File: src/rtl/prog_loader_pkg.sv
// Shared types and constants for the instruction-memory loader.
package prog_loader_pkg;

  typedef enum logic [2:0] {
    IDLE,
    LOAD,
    PAD,
    WAIT_DONE,
    RUN,
    ERROR
  } loader_state_t;

  localparam logic [31:0] NOP_INSTR      = 32'h0000_0013;
  localparam int          BYTES_PER_WORD = 4;

endpackage

File: src/rtl/prog_loader_byte_packer.sv
// Packs a byte stream into little-endian 32-bit words; the completed word and its
// strobe are presented combinationally in the cycle the final byte arrives.
module byte_packer
  import prog_loader_pkg::*;
(
  input  logic        clk,
  input  logic        rst_n,
  input  logic        clr,
  input  logic [7:0]  byte_in,
  input  logic        byte_valid,
  output logic [31:0] word_out,
  output logic        word_valid,
  output logic [1:0]  byte_idx
);

  logic [23:0] lanes;

  assign word_valid = byte_valid && (byte_idx == 2'(BYTES_PER_WORD - 1));
  assign word_out   = {byte_in, lanes};

  always_ff @(posedge clk or negedge rst_n) begin
    if (!rst_n) begin
      lanes    <= '0;
      byte_idx <= '0;
    end else if (clr) begin
      lanes    <= '0;
      byte_idx <= '0;
    end else if (byte_valid) begin
      case (byte_idx)
        2'd0:    lanes[7:0]   <= byte_in;
        2'd1:    lanes[15:8]  <= byte_in;
        2'd2:    lanes[23:16] <= byte_in;
        default: lanes        <= lanes;
      endcase
      byte_idx <= byte_idx + 2'd1;
    end
  end

endmodule

File: src/rtl/prog_loader.sv
// Drives the instruction-memory load port: packs UART bytes, pads with NOPs to DEPTH
// writes, then releases the core once the memory reports load_done.
module prog_loader #(
  parameter int          DEPTH       = 256,
  parameter int          CNT_W       = $clog2(DEPTH) + 1,
  parameter logic [31:0] NOP_INSTR   = prog_loader_pkg::NOP_INSTR,
  parameter int          TIMEOUT_CYC = 100000
) (
  input  logic             clk,
  input  logic             rst_n,
  input  logic             start,
  input  logic             finish,
  input  logic [7:0]       rx_data,
  input  logic             rx_valid,
  input  logic             mem_load_done,
  output logic             load_en,
  output logic [31:0]      load_inst,
  output logic             cpu_run,
  output logic             busy,
  output logic             error,
  output logic [CNT_W-1:0] word_count
);
  import prog_loader_pkg::*;

  localparam int               TMR_W   = $clog2(TIMEOUT_CYC + 1);
  localparam logic [CNT_W-1:0] DEPTH_C = CNT_W'(DEPTH);
  localparam logic [TMR_W-1:0] TMO_C   = TMR_W'(TIMEOUT_CYC);

  loader_state_t    state, state_next;
  logic [TMR_W-1:0] timer, timer_next;
  logic [CNT_W-1:0] count_next, count_inc;
  logic             load_en_next;
  logic [31:0]      load_inst_next;
  logic             pack_clr, pack_vld, pack_word_vld;
  logic [31:0]      pack_word;
  logic [1:0]       byte_idx;

  // Index stays at zero outside LOAD, and finish throws away any partial word.
  assign pack_vld = rx_valid && (state == LOAD);
  assign pack_clr = (state != LOAD) || finish;

  byte_packer u_packer (
    .clk        (clk),
    .rst_n      (rst_n),
    .clr        (pack_clr),
    .byte_in    (rx_data),
    .byte_valid (pack_vld),
    .word_out   (pack_word),
    .word_valid (pack_word_vld),
    .byte_idx   (byte_idx)
  );

  always_comb begin
    state_next     = state;
    timer_next     = timer;
    count_next     = word_count;
    load_en_next   = 1'b0;
    load_inst_next = load_inst;
    count_inc      = (word_count < DEPTH_C) ? word_count + CNT_W'(1) : word_count;

    case (state)
      IDLE: begin
        if (start) begin
          state_next = LOAD;
          timer_next = '0;
          count_next = '0;
        end
      end
      LOAD: begin
        if ((timer == TMO_C) || (mem_load_done && (word_count < DEPTH_C))) begin
          state_next = ERROR;
        end else begin
          timer_next = (rx_valid || (byte_idx == 2'd0)) ? '0 : timer + TMR_W'(1);
          if (pack_word_vld) begin
            load_en_next   = 1'b1;
            load_inst_next = pack_word;
            count_next     = count_inc;
          end
          if (count_next == DEPTH_C) state_next = WAIT_DONE;
          else if (finish)           state_next = PAD;
        end
      end
      PAD: begin
        if (mem_load_done && (word_count < DEPTH_C)) begin
          state_next = ERROR;
        end else if (word_count == DEPTH_C) begin
          state_next = WAIT_DONE;
        end else begin
          load_en_next   = 1'b1;
          load_inst_next = NOP_INSTR;
          count_next     = count_inc;
          if (count_inc == DEPTH_C) state_next = WAIT_DONE;
        end
      end
      WAIT_DONE: begin
        if (mem_load_done) state_next = RUN;
      end
      RUN:     state_next = RUN;
      ERROR:   state_next = ERROR;
      default: state_next = IDLE;
    endcase
  end

  always_ff @(posedge clk or negedge rst_n) begin
    if (!rst_n) state <= IDLE;
    else        state <= state_next;
  end

  // Outputs are registered from next-state so they line up with the state they describe.
  always_ff @(posedge clk or negedge rst_n) begin
    if (!rst_n) begin
      timer      <= '0;
      word_count <= '0;
      load_en    <= 1'b0;
      load_inst  <= '0;
      cpu_run    <= 1'b0;
      busy       <= 1'b0;
      error      <= 1'b0;
    end else begin
      timer      <= timer_next;
      word_count <= count_next;
      load_en    <= load_en_next;
      load_inst  <= load_inst_next;
      cpu_run    <= (state_next == RUN);
      busy       <= (state_next == LOAD) || (state_next == PAD) || (state_next == WAIT_DONE);
      error      <= (state_next == ERROR);
    end
  end

endmodule

File: config.mk
export PLATFORM = sky130hd
export DESIGN_NAME = prog_loader
export DESIGN_NICKNAME = d
export VERILOG_FILES = /design/src/rtl/prog_loader_pkg.sv /design/src/rtl/prog_loader_byte_packer.sv /design/src/rtl/prog_loader.sv
export SDC_FILE = /design/constraint.sdc
export NUM_CORES = 1
export LEC_CHECK = 0
export CORE_ASPECT_RATIO = 1.2
export CORE_MARGIN = 2
export CORE_UTILIZATION = 25
export DETAILED_ROUTE_END_ITERATION = 6
export GPL_TIMING_DRIVEN = 0
export MAX_ROUTING_LAYER = met4
export RECOVER_POWER = 100
export SLEW_MARGIN = 15
export SYNTH_ARGS = -nofsm -noshare
export SYNTH_HDL_FRONTEND = slang
export SYNTH_SLANG_ARGS = --single-unit
File: constraint.sdc
create_clock -name clk -period 5 [get_ports clk]
set_input_delay 0.5 -clock clk [delete_from_list [all_inputs] [get_ports clk]]
set_output_delay 0.5 -clock clk [all_outputs]
set_load 0.05 [all_outputs]
### Word-level counts from Yosys, hierarchy flattened

Cells that the tools add are included.

| storage, ports and cells | value |
|---|---|
| register bits | 91 |
| input port bits | 14 |
| output and inout bits | 45 |
| word-level logic and storage cells | 101 |

| cells by class | value |
|---|---|
| add/subtract/negate cells | 3 |
| $lt $le $gt $ge | 1 |
| equal/unequal tests | 23 |
| multiplexer cells | 39 |
| reductions and logical operators | 23 |

Operators by type and width:

| kind | count |
|---|---|
| 2-to-1 mux 32 bit | 4 |
| 2-to-1 mux 9 bit | 8 |
| case mux 32 bit (2 select lines) | 1 |
| 2-to-1 mux 17 bit | 3 |
| 2-to-1 mux 24 bit | 2 |
| case mux 17 bit (2 select lines) | 1 |
| equality test 9 bit, second input constant | 3 |
| case mux 9 bit (3 select lines) | 1 |
| 2-to-1 mux 3 bit | 8 |
| 2-to-1 mux 8 bit | 3 |
| case mux 3 bit (6 select lines) | 1 |
| adder 17 x 1 -> 17 bit, second input constant | 1 |
| equality test 17 bit, second input constant | 1 |
| equality test 3 x 2 -> 1 bit, second input constant | 4 |
| equality test 3 bit, second input constant | 4 |
| nonzero test 2 bit | 6 |
| inequality test 2 bit, second input constant | 5 |
| AND reduction 5 bit | 2 |
| adder 9 x 1 -> 9 bit, second input constant | 1 |
| < comparator 9 bit, second input constant | 1 |
| equality test 3 x 1 -> 1 bit, second input constant | 2 |
| AND reduction 2 bit | 3 |
| logical OR 1 bit | 5 |
| equality test 2 bit, second input constant | 2 |
| 11 further kinds | 17 |

### Depth between registers and ports, before layout

Gate-level depths: netlist of run 1.

| logic depth | value |
|---|---|
| word-level depth | 13 |
| mapped depth | 9 |
| mapped depth without buffers | 8 |

### Hierarchy

From an unflattened synthesis of run 1, not the netlist that was laid out.

| unflattened totals | value |
|---|---|
| cell total of the unflattened synthesis | 450 |
| area, all modules | 4672.0 µm² |

By module, submodules not included:

| module | instances | cells each | area each (µm²) | seq. area each (µm²) |
|---|---|---|---|---|
| prog_loader | 1 | 340 | 3369.5 | 1626.6 |
| byte_packer | 1 | 110 | 1302.5 | 650.6 |

### Worst setup path before layout of run 1

OpenSTA, ideal clock, no wires.

| timing | value |
|---|---|
| kind | register -> register |
| from | reg word_count[1] |
| to | reg cpu_run |
| library setup time | 0.120 ns |
| data arrival time | 2.247 ns |
| data required time | 4.880 ns |
| path slack | 2.633 ns |
| cell stages (with the launch flop) | 8 |
| buffers on the path | 0 |
| period minus slack after synthesis | 2.367 ns |
| cell sequence | dfrtp_1 -> ha_1 -> nand3b_1 -> or3_1 -> o211ai_1 -> nand4_1 -> or2_4 -> and3_1 |

| between the ends | value |
|---|---|
| cells in the longest elaborated chain, start to end | 10 |
| elaborated cells on any way between the ends | 18 |
| classes of those cells | 1 x add/sub; 1 x order compare; 4 x eq/ne; 10 x mux; 2 x reduce/logical |

RTL lines:

| element | RTL line | text |
|---|---|---|
| start: declaration | prog_loader.sv:21 | `output logic [CNT_W-1:0] word_count` |
| start signal: assignment | prog_loader.sv:121 | `word_count <= count_next;` |
| adder 9 x 1 -> 9 bit / < comparator 9 bit (equally long branches) | prog_loader.sv:59, prog_loader.sv:70, prog_loader.sv:84 |  |
| 2-to-1 mux 9 bit | prog_loader.sv:59 | `count_inc = (word_count < DEPTH_C) ? word_count + CNT_W'(1) : word_count;` |
| 2-to-1 mux 9 bit | prog_loader.sv:74 | `if (pack_word_vld) begin` |
| 2-to-1 mux 9 bit | prog_loader.sv:70 | `if ((timer == TMO_C) \|\| (mem_load_done && (word_count < DEPTH_C))) begin` |
| 2-to-1 mux 9 bit | prog_loader.sv:61 | `case (state)` |
| equality test 9 bit | prog_loader.sv:79 | `if (count_next == DEPTH_C) state_next = WAIT_DONE;` |
| 2-to-1 mux 3 bit | prog_loader.sv:79 |  |
| 2-to-1 mux 3 bit | prog_loader.sv:70 |  |
| case mux 3 bit (6 select lines) * | prog_loader.sv:61 |  |
| equality test 3 bit * | prog_loader.sv:124 | `cpu_run <= (state_next == RUN);` |
| end signal: assignment | prog_loader.sv:124 |  |
| end: declaration | prog_loader.sv:18 | `output logic cpu_run,` |

Mark *: on every way between the ends. The rest lies on a longest branch, timed or not. The select of a mux whose other input is x is not followed.
A chain may end at the register's enable or synchronous reset.

### Final worst setup path of run 1

| timing | value |
|---|---|
| from | reg timer[4] |
| to | reg timer[15] |

| between the ends | value |
|---|---|
| cells in the longest elaborated chain, start to end | 4 |
| elaborated cells on any way between the ends | 8 |
| classes of those cells | 1 x add/sub; 2 x eq/ne; 3 x mux; 2 x reduce/logical |

RTL lines:

| element | RTL line | text |
|---|---|---|
| start: declaration | prog_loader.sv:30 | `logic [TMR_W-1:0] timer, timer_next;` |
| start signal: assignment | prog_loader.sv:120 | `timer <= timer_next;` |
| adder 17 x 1 -> 17 bit / equality test 17 bit (equally long branches) | prog_loader.sv:73, prog_loader.sv:70 |  |
| 2-to-1 mux 17 bit / logical OR 1 bit (equally long branches) | prog_loader.sv:73, prog_loader.sv:70 |  |
| 2-to-1 mux 17 bit / inequality test 2 bit (equally long branches) | -- |  |
| case mux 17 bit (2 select lines) / AND reduction 3 bit (equally long branches) | -- |  |

Parallel ways exist; a longest one is shown, timed or not. The select of a mux whose other input is x is not followed.

==> run metrics, run 1 <==
Worst path max stage delay 760 ps; Clock Pin Slew Worst Setup and Hold Paths 80 ps; Mapped Cells 447; Post-Synth Simple-Gate Area 18.3%; vias 3680; GR Util met2 22.2%; Routed WL per cell around 16 um; Non-Filler Instances 738; Initial DRC Count 190; first drt pass iteration count 4; largest family of logic cells by synthesized area compound AO/OA/AOI/OAI gates; post-route ant nets 0; grt total ovfl 0; Area growth, synth to finish 25.9%; Crit-path slowest cell o21ai_0; Worst path most repeated cell o21ai_0; initial antenna violation count 0; crit path kind flop to flop; Layout fillers 1754; number of global-route vias before repair 3725; EDFF count, synth 0; ranking of synthesized cells by area dfrtp_1 52%, a22o_1 6.0%, a21oi_1 4.7%; synthesized flop and latch total 91; Startpoint Class flop; Main synth FF type dfrtp_1; Min-Delay Path Class flop to flop; antenna cells 0; Via density 4.99; post-CTS resize count 0; setup TNS 0 ps; portion of netlist area occupied by mux cells 0.229%; first-pass GRT wire length 19.3 mm; area of the die 18600 um^2; Total Power 1820 uW; Placeable Area 17000 um^2; Post-Syn Area around 4400 um^2; fraction of registers with async set/reset 100%; Register Area 2280 um^2; nets@finish about 540; Synth Area in Adders 2.29%; Static Leak around 0.0024 uW; Inserted Clock Buffers 9; Total Wirelength 11.8 mm; most frequent cells in the layout 91 x dfrtp_1, 46 x nand2_1, 45 x dlygate4sd3_1; CTS tree yes; yosys warns 0; fraction of layout cells with a size suffix above 1 5.17%; unrepaired setup endpoints after global routing no; syn_nets 469; routability congestion estimate 0.858; Rows 52; Worst Skew around 12 ps; Max-cap violations 1; Port-buffer cells a little under 60; Worst EP required around 5300 ps; multi-input logic area between 1500 and 2000 um^2; leading area contributor after synthesis dfrtp_1; worst slew pin tran 2480 ps; # DRC 0; commonest non-fill, non-tap cell in the layout dfrtp_1; Post-CTS Setup Inserts 0; CTS Sinks 91; met3 Use GR ~2.2%; failing checks max-capacitance violations, max-slew violations; # hold bufs at CTS 0; CTS H-tree depth 3; top-level port count 59; Netlist cell types 55; Final Hold Fails 0; Initial Utilization 25.7%; CTS Buffer Depth 2; slew margin rel. -65.0%; fmax 331 MHz; clk_lat worst skew 360 ps; register area share after synthesis a little over half; crit-path cells nor4bb_1 > nand4_1 > and3_1 > o21ai_0 > clkbuf_1 > o21ai_0 > o31ai_1; routing usage on met1 16.6%; Synth Area in Compound Gates between 20% and 30%; die width 125 um; GRT Resource Usage Total 13.3%; Setup Viol. Count Final 0; Final min period ~3000 ps; dpl cells 722; Slew Limit Fails 44; pin count of the biggest net entering global routing between 40 and 50; status finished with violations; clock root buffer clkbuf_16; Die Ht 149 um; crit share post-route 60.4%; busiest grt layer met2; DP HPWL 8.59 mm; Max VDD drop 0.180 mV; Hold Slack 497 ps; crit path capture type flop; Synth Area in XOR/XNOR 2.00%; post-synth top area share 52.1%; PwrDens 330 nW/um^2; fin util 32.4%; crit path DAT ~3300 ps; Critical Path Fanout Max 10; Syn Area/Cell 9.77 um^2
cell type report:
class | count | share of cell area (%)
sequential | 91 | 41.4
timing repair buffer | 59 | 10.9
inverter | 14 | 0.955
tap | 216 | 4.91
clock inverter | 7 | 1.48
buffer | 28 | 2.09
multi-input combinational | 314 | 34.1
clock buffer | 9 | 4.09
critical path: cells and delay by family (launching register included):
kind | cells | cell delay (ps)
AO/OA/AOI/OAI | 3 | 990
buffers and inverters | 1 | 400
flip-flops | 1 | 450
AND/OR/NAND/NOR | 3 | 1070
synthesized netlist by cell type, types with 2 or more instances:
master,count
a21oi_1,41
a22o_1,30
a311oi_1,2
a31oi_1,3
and3_1,8
and4b_1,2
buf_1,3
buf_2,7
buf_6,2
clkbuf_1,15
dfrtp_1,91
ha_1,8
inv_1,13
nand2_1,46
nand2b_1,3
nand3_1,41
nand4_1,7
nand4b_1,2
nor2_1,23
nor2b_1,5
nor3_1,5
nor4_1,2
nor4bb_1,2
o211ai_1,5
o21ai_0,33
o22a_1,3
o2bb2ai_1,2
o31ai_1,8
xnor2_1,4
xor2_1,6
report_power, final:
| part | leakage, uW | internal [uW] | total [uW] | switching (uW) |
|---|---|---|---|---|
| logic | 0.000951 | 110 | 350 | 240 |
| clock network | 0.000150 | 356 | 684 | 328 |
| registers | 0.00125 | 767 | 783 | 16.1 |
sequential cells by signal, summed over array words and instances (netlist names), 2 cells and up:
name and count:
load_inst 32, u_packer.byte_idx 2, word_count 9, timer 17, u_packer.lanes 24, state 3
per-layer routing:
| layer | wire length (um) | part of all wire (%) |
|---|---|---|
| met5 | 0 | 0 |
| met4 | 129 | 1.1 |
| met3 | 452 | 3.8 |
| met2 | 5830 | 49 |
| met1 | 5410 | 46 |
cells by family after synthesis:
logic type	count (synthesis)
and+or+nand+nor	157
AOI/OAI and AO/OA	138
DFF	91
buffers and inverters	42
xor gates and xnor gates	10
adders and majority gates	8
muxes	1
metrics by stage:
stage,worst slack [ps],cell area [um^2]
after global placement,94.4,5220
after CTS,2450,5550
after floorplan,2630,4370
after global routing,1750,5500
final,1980,5500
after detailed placement,2370,5250
path summary, 6_finish.rpt:
| path | from | end | slack [ps] | cells past startpoint |
|---|---|---|---|---|
| max reg2reg | timer[4] | timer[15] | 1980 | 7 |
| min in group asynchronous | rst_n | word_count[1] | 910 | 1 |
| max | timer[4] | timer[15] | 1980 | 7 |
| min reg2reg | u_packer.lanes[23] | load_inst[23] | 500 | 1 |
| min | u_packer.lanes[23] | load_inst[23] | 500 | 1 |
| max in group asynchronous | rst_n | word_count[2] | 2690 | 1 |
Power figures use the tool's default switching activity.
==> run 2, diff against run 1 <==
==> constraint.sdc (replaced) <==
create_clock -name clk -period 2.9 [get_ports clk]
set_input_delay 0.29 -clock clk [delete_from_list [all_inputs] [get_ports clk]]
set_output_delay 0.29 -clock clk [all_outputs]
set_load 0.05 [all_outputs]
==> run metrics, run 2 (synthesis results as in run 1) <==
first drt pass iteration count 4 (unchanged); Clock Pin Slew Worst Setup and Hold Paths 70 ps (about the same); Rows 52 (unchanged); Port-buffer cells 58 (unchanged); number of global-route vias before repair 3744 (+0.51%); commonest non-fill, non-tap cell in the layout dfrtp_1; CTS Sinks 91 (unchanged); Startpoint Class flop; first-pass GRT wire length 19.3 mm (unchanged); initial antenna violation count 0 (unchanged); worst slew pin tran 1140 ps (-1340 ps); post-route ant nets 0 (unchanged); top flop regs load_inst: 32 flops, u_packer.lanes: 24 flops, timer: 17 flops; Via density 4.98 (-0.19%); Worst EP required 3130 ps (-2130 ps); fmax 394 MHz (+19%); Initial Utilization 25.7% (unchanged); Area growth, synth to finish 26.6%; clock share of power 37.4% (-0.3 points); area of the die 18600 um^2 (unchanged); crit share post-route 87.6% (+27 points); Biggest register load_inst; GRT Resource Usage Total 13.3% (unchanged); Static Leak 0.00236 uW (+0.49%); DP HPWL 8.59 mm (unchanged); grt total ovfl 0 (unchanged); Sw Ratio 32.1% (-0.057 points); # DRC 0 (unchanged); Max VDD drop 0.304 mV (+69%); Max-cap violations 0 (-1); Critical Path Fanout Max 8 (-2); delay-heaviest family, CP simple AND/OR/NAND/NOR gates; CP bufs+invs 1 (unchanged); clk_lat worst skew 350 ps (about the same); Final min period 2540 ps (-478 ps); unrepaired setup endpoints after global routing no; crit path capture type flop; top-level port count 59 (unchanged); Psw 1010 uW (+72%); Slew Limit Fails 0 (-100%); PwrDens 567 nW/um^2 (+72%); Inserted Clock Buffers 9 (unchanged); internal power 2130 uW (+73%); Combinational Power Share 19.6% (+0.3 points); crit path DAT 2770 ps (-510 ps); Non-Filler Instances 739 (+0.14%); status finished clean; crit path kind flop to flop; Placeable Area 17000 um^2 (unchanged); die width 125 um (unchanged); most frequent cells in the layout 91 x dfrtp_1, 46 x nand2_1, 46 x dlygate4sd3_1; vias 3678 (-0.054%); dpl cells 722 (unchanged); Routed WL per cell 16.0 um (-0.19%); worst setup margin 360 ps (-1620 ps); Min-Delay Path Class flop to flop; max reg flops 32 (unchanged); routability congestion estimate 0.858 (unchanged); CTS H-tree depth 3 (unchanged); CTS Buffer Depth 2 (unchanged); clock root buffer clkbuf_16; Post-CTS Setup Inserts 0 (unchanged); Setup Slack @ Placement 368 ps (-2000 ps); pin count of the biggest net entering global routing 49 (unchanged); nets@finish 540 (+0.19%); antenna cells 0 (unchanged); Worst Skew 10.6 ps (-1.19 ps); Design Area, Final 5530 um^2 (+0.55%); Total Wirelength 11.8 mm (about the same); Initial DRC Count 180 (-5.3%); Final Hold Fails 0 (unchanged); Reg power frac 43.0% (about the same); slew margin rel. 24.3% (+89 points); Die Ht 149 um (unchanged); Worst path max stage delay 580 ps (-180 ps); Setup Viol. Count Final 0 (unchanged); CTS tree yes; fraction of layout cells with a size suffix above 1 6.31% (+1.1 points); DP Area 5250 um^2 (unchanged); Crit-path slowest cell nor3_2; crit-path cells inv_1 > ha_1 > and4b_1 > nand4_1 > a31oi_1 > nor3_2 > o221ai_1 > a22o_1
-- run 2: repair_timing --
action,CTS,global route
endpoints found under the hold margin,43,0
resized for setup,0,0
hold buffers,1,0
endpoints found under the setup margin,0,0
-- run 2: power by group through the flow --
stage / sequential [uW] / combinational (uW) / clock, uW
2_1_floorplan: 1490 / 319 / 0
3_3_place_gp: 1380 / 639 / 0
3_5_place_dp: 1380 / 652 / 0
4_1_cts: 1350 / 656 / 1200
5_1_grt: 1350 / 672 / 1270
6_report: 1350 / 614 / 1170
-- run 2: worst reg2reg max path: stages (launching register included) --
cell	delay (ps)
dfrtp_1	430
inv_1	70
ha_1	190
and4b_1	200
nand4_1	300
a31oi_1	160
nor3_2	580
o221ai_1	260
a22o_1	230
-- run 2: layout make-up --
| type | instances | area, um^2 |
|---|---|---|
| Fill cell | 1753 | 11500 |
| Timing Repair Buffer | 60 | 613 |
| Tap cell | 216 | 270 |
| Clock buffer | 9 | 225 |
| Inverter | 14 | 52.6 |
| Sequential cell | 91 | 2280 |
| Multi-Input combinational cell | 314 | 1890 |
| Buffer | 28 | 116 |
| Clock inverter | 7 | 81.3 |
-- run 2: per-stage QoR --
stage	TNS [ps]	power, uW	util, %	hold slack (ps)
3_5_place_dp	0	2030	30.9	338
6_report	0	3140	32.6	497
2_1_floorplan	0	1800	-	-5.59
3_3_place_gp	-162840	2020	30.7	482
5_1_grt	0	3300	32.6	522
4_1_cts	0	3210	32.8	499
-- run 2: per-layer routing --
metal	track usage [%]	up-vias	wire [um]
li1	-	1767	-
met3	2.19	6	409
met2	22.1	76	5910
met5	-	-	0
met1	16.6	1829	5440
met4	4.78	0	59
-- run 2: path summary, 6_finish.rpt --
kind	from	end	cells after the start	slack, ps
worst max-delay path	timer[0]	word_count[1]	8	360
worst max register to register	timer[0]	word_count[1]	8	360
max in group asynchronous	rst_n	u_packer.lanes[14]	3	1410
worst min-delay path	u_packer.lanes[23]	load_inst[23]	1	500
worst min register to register	u_packer.lanes[23]	load_inst[23]	1	500
min in group asynchronous	rst_n	error	2	710
==> run 3, diff against run 2 <==
--- a/config.mk
+++ b/config.mk
@@ -9,7 +9,6 @@
 export CORE_MARGIN = 2
 export CORE_UTILIZATION = 25
 export DETAILED_ROUTE_END_ITERATION = 6
-export GPL_TIMING_DRIVEN = 0
 export MAX_ROUTING_LAYER = met4
 export RECOVER_POWER = 100
 export SLEW_MARGIN = 15
==> run metrics, run 3 (synthesis results as in run 1) <==
Biggest register load_inst; status finished with violations; Inserted Clock Buffers 9 (unchanged); Worst Skew 15.7 ps (+5.12 ps); Reg power frac 44.8% (+1.8 points); CP startpoint state[0]; first drt pass iteration count 4 (unchanged); CTS H-tree depth 3 (unchanged); grt total ovfl 0 (unchanged); Initial DRC Count 255 (+42%); worst flop-to-flop path startpoint state[0]; Setup Slack @ Placement 427 ps (+58.8 ps); Sw Ratio 32.4% (+0.34 points); clock share of power 37.6% (+0.2 points); Placeable Area 17000 um^2 (unchanged); unrepaired setup endpoints after global routing no; post-route ant nets 0 (unchanged); failing checks max-capacitance violations, max-slew violations; pin count of the biggest net entering global routing 81 (+65%); DP HPWL 7.95 mm (-7.5%); crit path DAT 2880 ps (+110 ps); Layout fillers 1722 (-1.8%); Psw 1010 uW (+0.50%); max reg flops 32 (unchanged); initial antenna violation count 0 (unchanged); crit path kind flop to flop; CTS tree yes; # hold bufs at CTS 0 (-1); commonest non-fill, non-tap cell in the layout dfrtp_1; clock root buffer clkbuf_16; worst slew pin tran 1990 ps (+857 ps); crit share post-route 89.3% (+1.7 points); fraction of layout cells with a size suffix above 1 5.40% (-0.91 points); Crit-path slowest cell and3_1; Combinational Power Share 17.6% (-2.0 points); critical path depth 4 (-4); Hold Slack 498 ps (+1.06 ps); Rows 52 (unchanged); Critical Path End load_inst[22]; Min-Delay Path Class input pin to async pin; fmax 386 MHz (-1.9%); vias 3658 (-0.54%); Static Leak 0.00231 uW (-2.3%); Die Ht 149 um (unchanged); Startpoint Class flop; worst reg2reg path endpoint load_inst[22]; crit-path cells or3b_1 > nor2_2 > and3_1 > a22o_1; Total Wirelength 11.7 mm (-1.2%); fin util 31.9% (-0.68 points); Clock Pin Slew Worst Setup and Hold Paths 80 ps (about the same); PwrDens 576 nW/um^2 (+1.6%); routability congestion estimate 0.856 (-0.21%); setup TNS 0 ps (unchanged); CTS Sinks 91 (unchanged); Routed WL per cell 16.3 um (+2.0%); delay-heaviest family, CP simple AND/OR/NAND/NOR gates; Final Hold Fails 0 (unchanged); antenna cells 0 (unchanged); Setup Viol. Count Final 0 (unchanged); die width 125 um (unchanged); slew margin rel. -32.9% (-57 points); top flop regs load_inst: 32 flops, u_packer.lanes: 24 flops, timer: 17 flops; number of global-route vias before repair 3663 (-2.2%); # DRC 0 (unchanged); clk_lat worst skew 350 ps (about the same); Design Area, Final 5420 um^2 (-2.1%); Worst EP required 3190 ps (+60 ps); GRT Resource Usage Total 13.2% (-0.18 points); Port-buffer cells 58 (unchanged); CTS Buffer Depth 2 (unchanged); post-CTS resize count 0 (unchanged); Final min period 2590 ps (+50.0 ps); most frequent cells in the layout 91 x dfrtp_1, 46 x nand2_1, 45 x dlygate4sd3_1; Post-CTS Setup Inserts 0 (unchanged); Area growth, synth to finish 23.9%; worst setup margin 310 ps (-50.0 ps); crit path capture type flop; internal reg-to-reg setup slack 310 ps (-50 ps); FF-to-FF path depth 4 (-4); area of the die 18600 um^2 (unchanged); Slew Limit Fails 108 (+108); CP bufs+invs 0 (-1); Max-cap violations 2 (+2); Via density 5.11 (+2.7%); first-pass GRT wire length 19.2 mm (-0.79%); DP Area 5140 um^2 (-2.1%); Worst path max stage delay 940 ps (+360 ps); Initial Utilization 25.7% (unchanged); top-level port count 59 (unchanged); Max VDD drop 0.247 mV (-19%); Critical Path Fanout Max 29 (+21); nets@finish 517 (-4.3%); internal power 2110 uW (-1.0%)
==> run 3: area by class of cell <==
type                       instances  area [um^2]  share of cell area, %
sequential                        91         2280                   42.1
multi-input combinational        314         1890                   34.9
timing repair buffer              65          621                   11.5
tap                              216          270                   4.99
clock buffer                       9          225                   4.16
clock inverter                     7         81.3                   1.50
inverter                          14         52.6                  0.970
==> run 3: worst min-delay path by stage <==
stage                            start       endpoint  slack (ps)  depth (start not counted)
detailed placement       load_inst[25]  load_inst[25]         480                          1
global placement    u_packer.lanes[18]  load_inst[18]         480                          1
floorplan                        rst_n           busy          -6                          0
global route             load_inst[27]  load_inst[27]         520                          1
finish                           rst_n          error         500                          1
CTS                              rst_n  word_count[6]         170                          1
==> run 3: power by group through the flow <==
stage	Combinational [uW]	Sequential (uW)	Clock, uW
final	548	1400	1170
after global routing	595	1400	1280
after CTS	581	1400	1210
after detailed placement	580	1420	0
after global placement	568	1420	0
after floorplan	319	1490	0
==> run 3: worst register-to-register path: cells and delay by family (launching register included) <==
kind | cells | cell delay, ps
AOI/OAI and AO/OA | 1 | 310
DFF | 1 | 510
and+or+nand+nor | 3 | 1740
==> run 3: per-layer routing <==
metal / part of all wire [%] / track usage (%) / up-vias
li1: - / - / 1724
met1: 46 / 17.1 / 1832
met2: 49 / 20.9 / 95
met3: 3.8 / 2.98 / 7
met4: 0.70 / 3.37 / 0
met5: 0 / - / -
==> run 3: stage by stage <==
step	instances	power (uW)
after floorplan	447	1800
after global placement	700	1990
after detailed placement	700	2000
after CTS	716	3190
after global routing	716	3280
final	716	3120
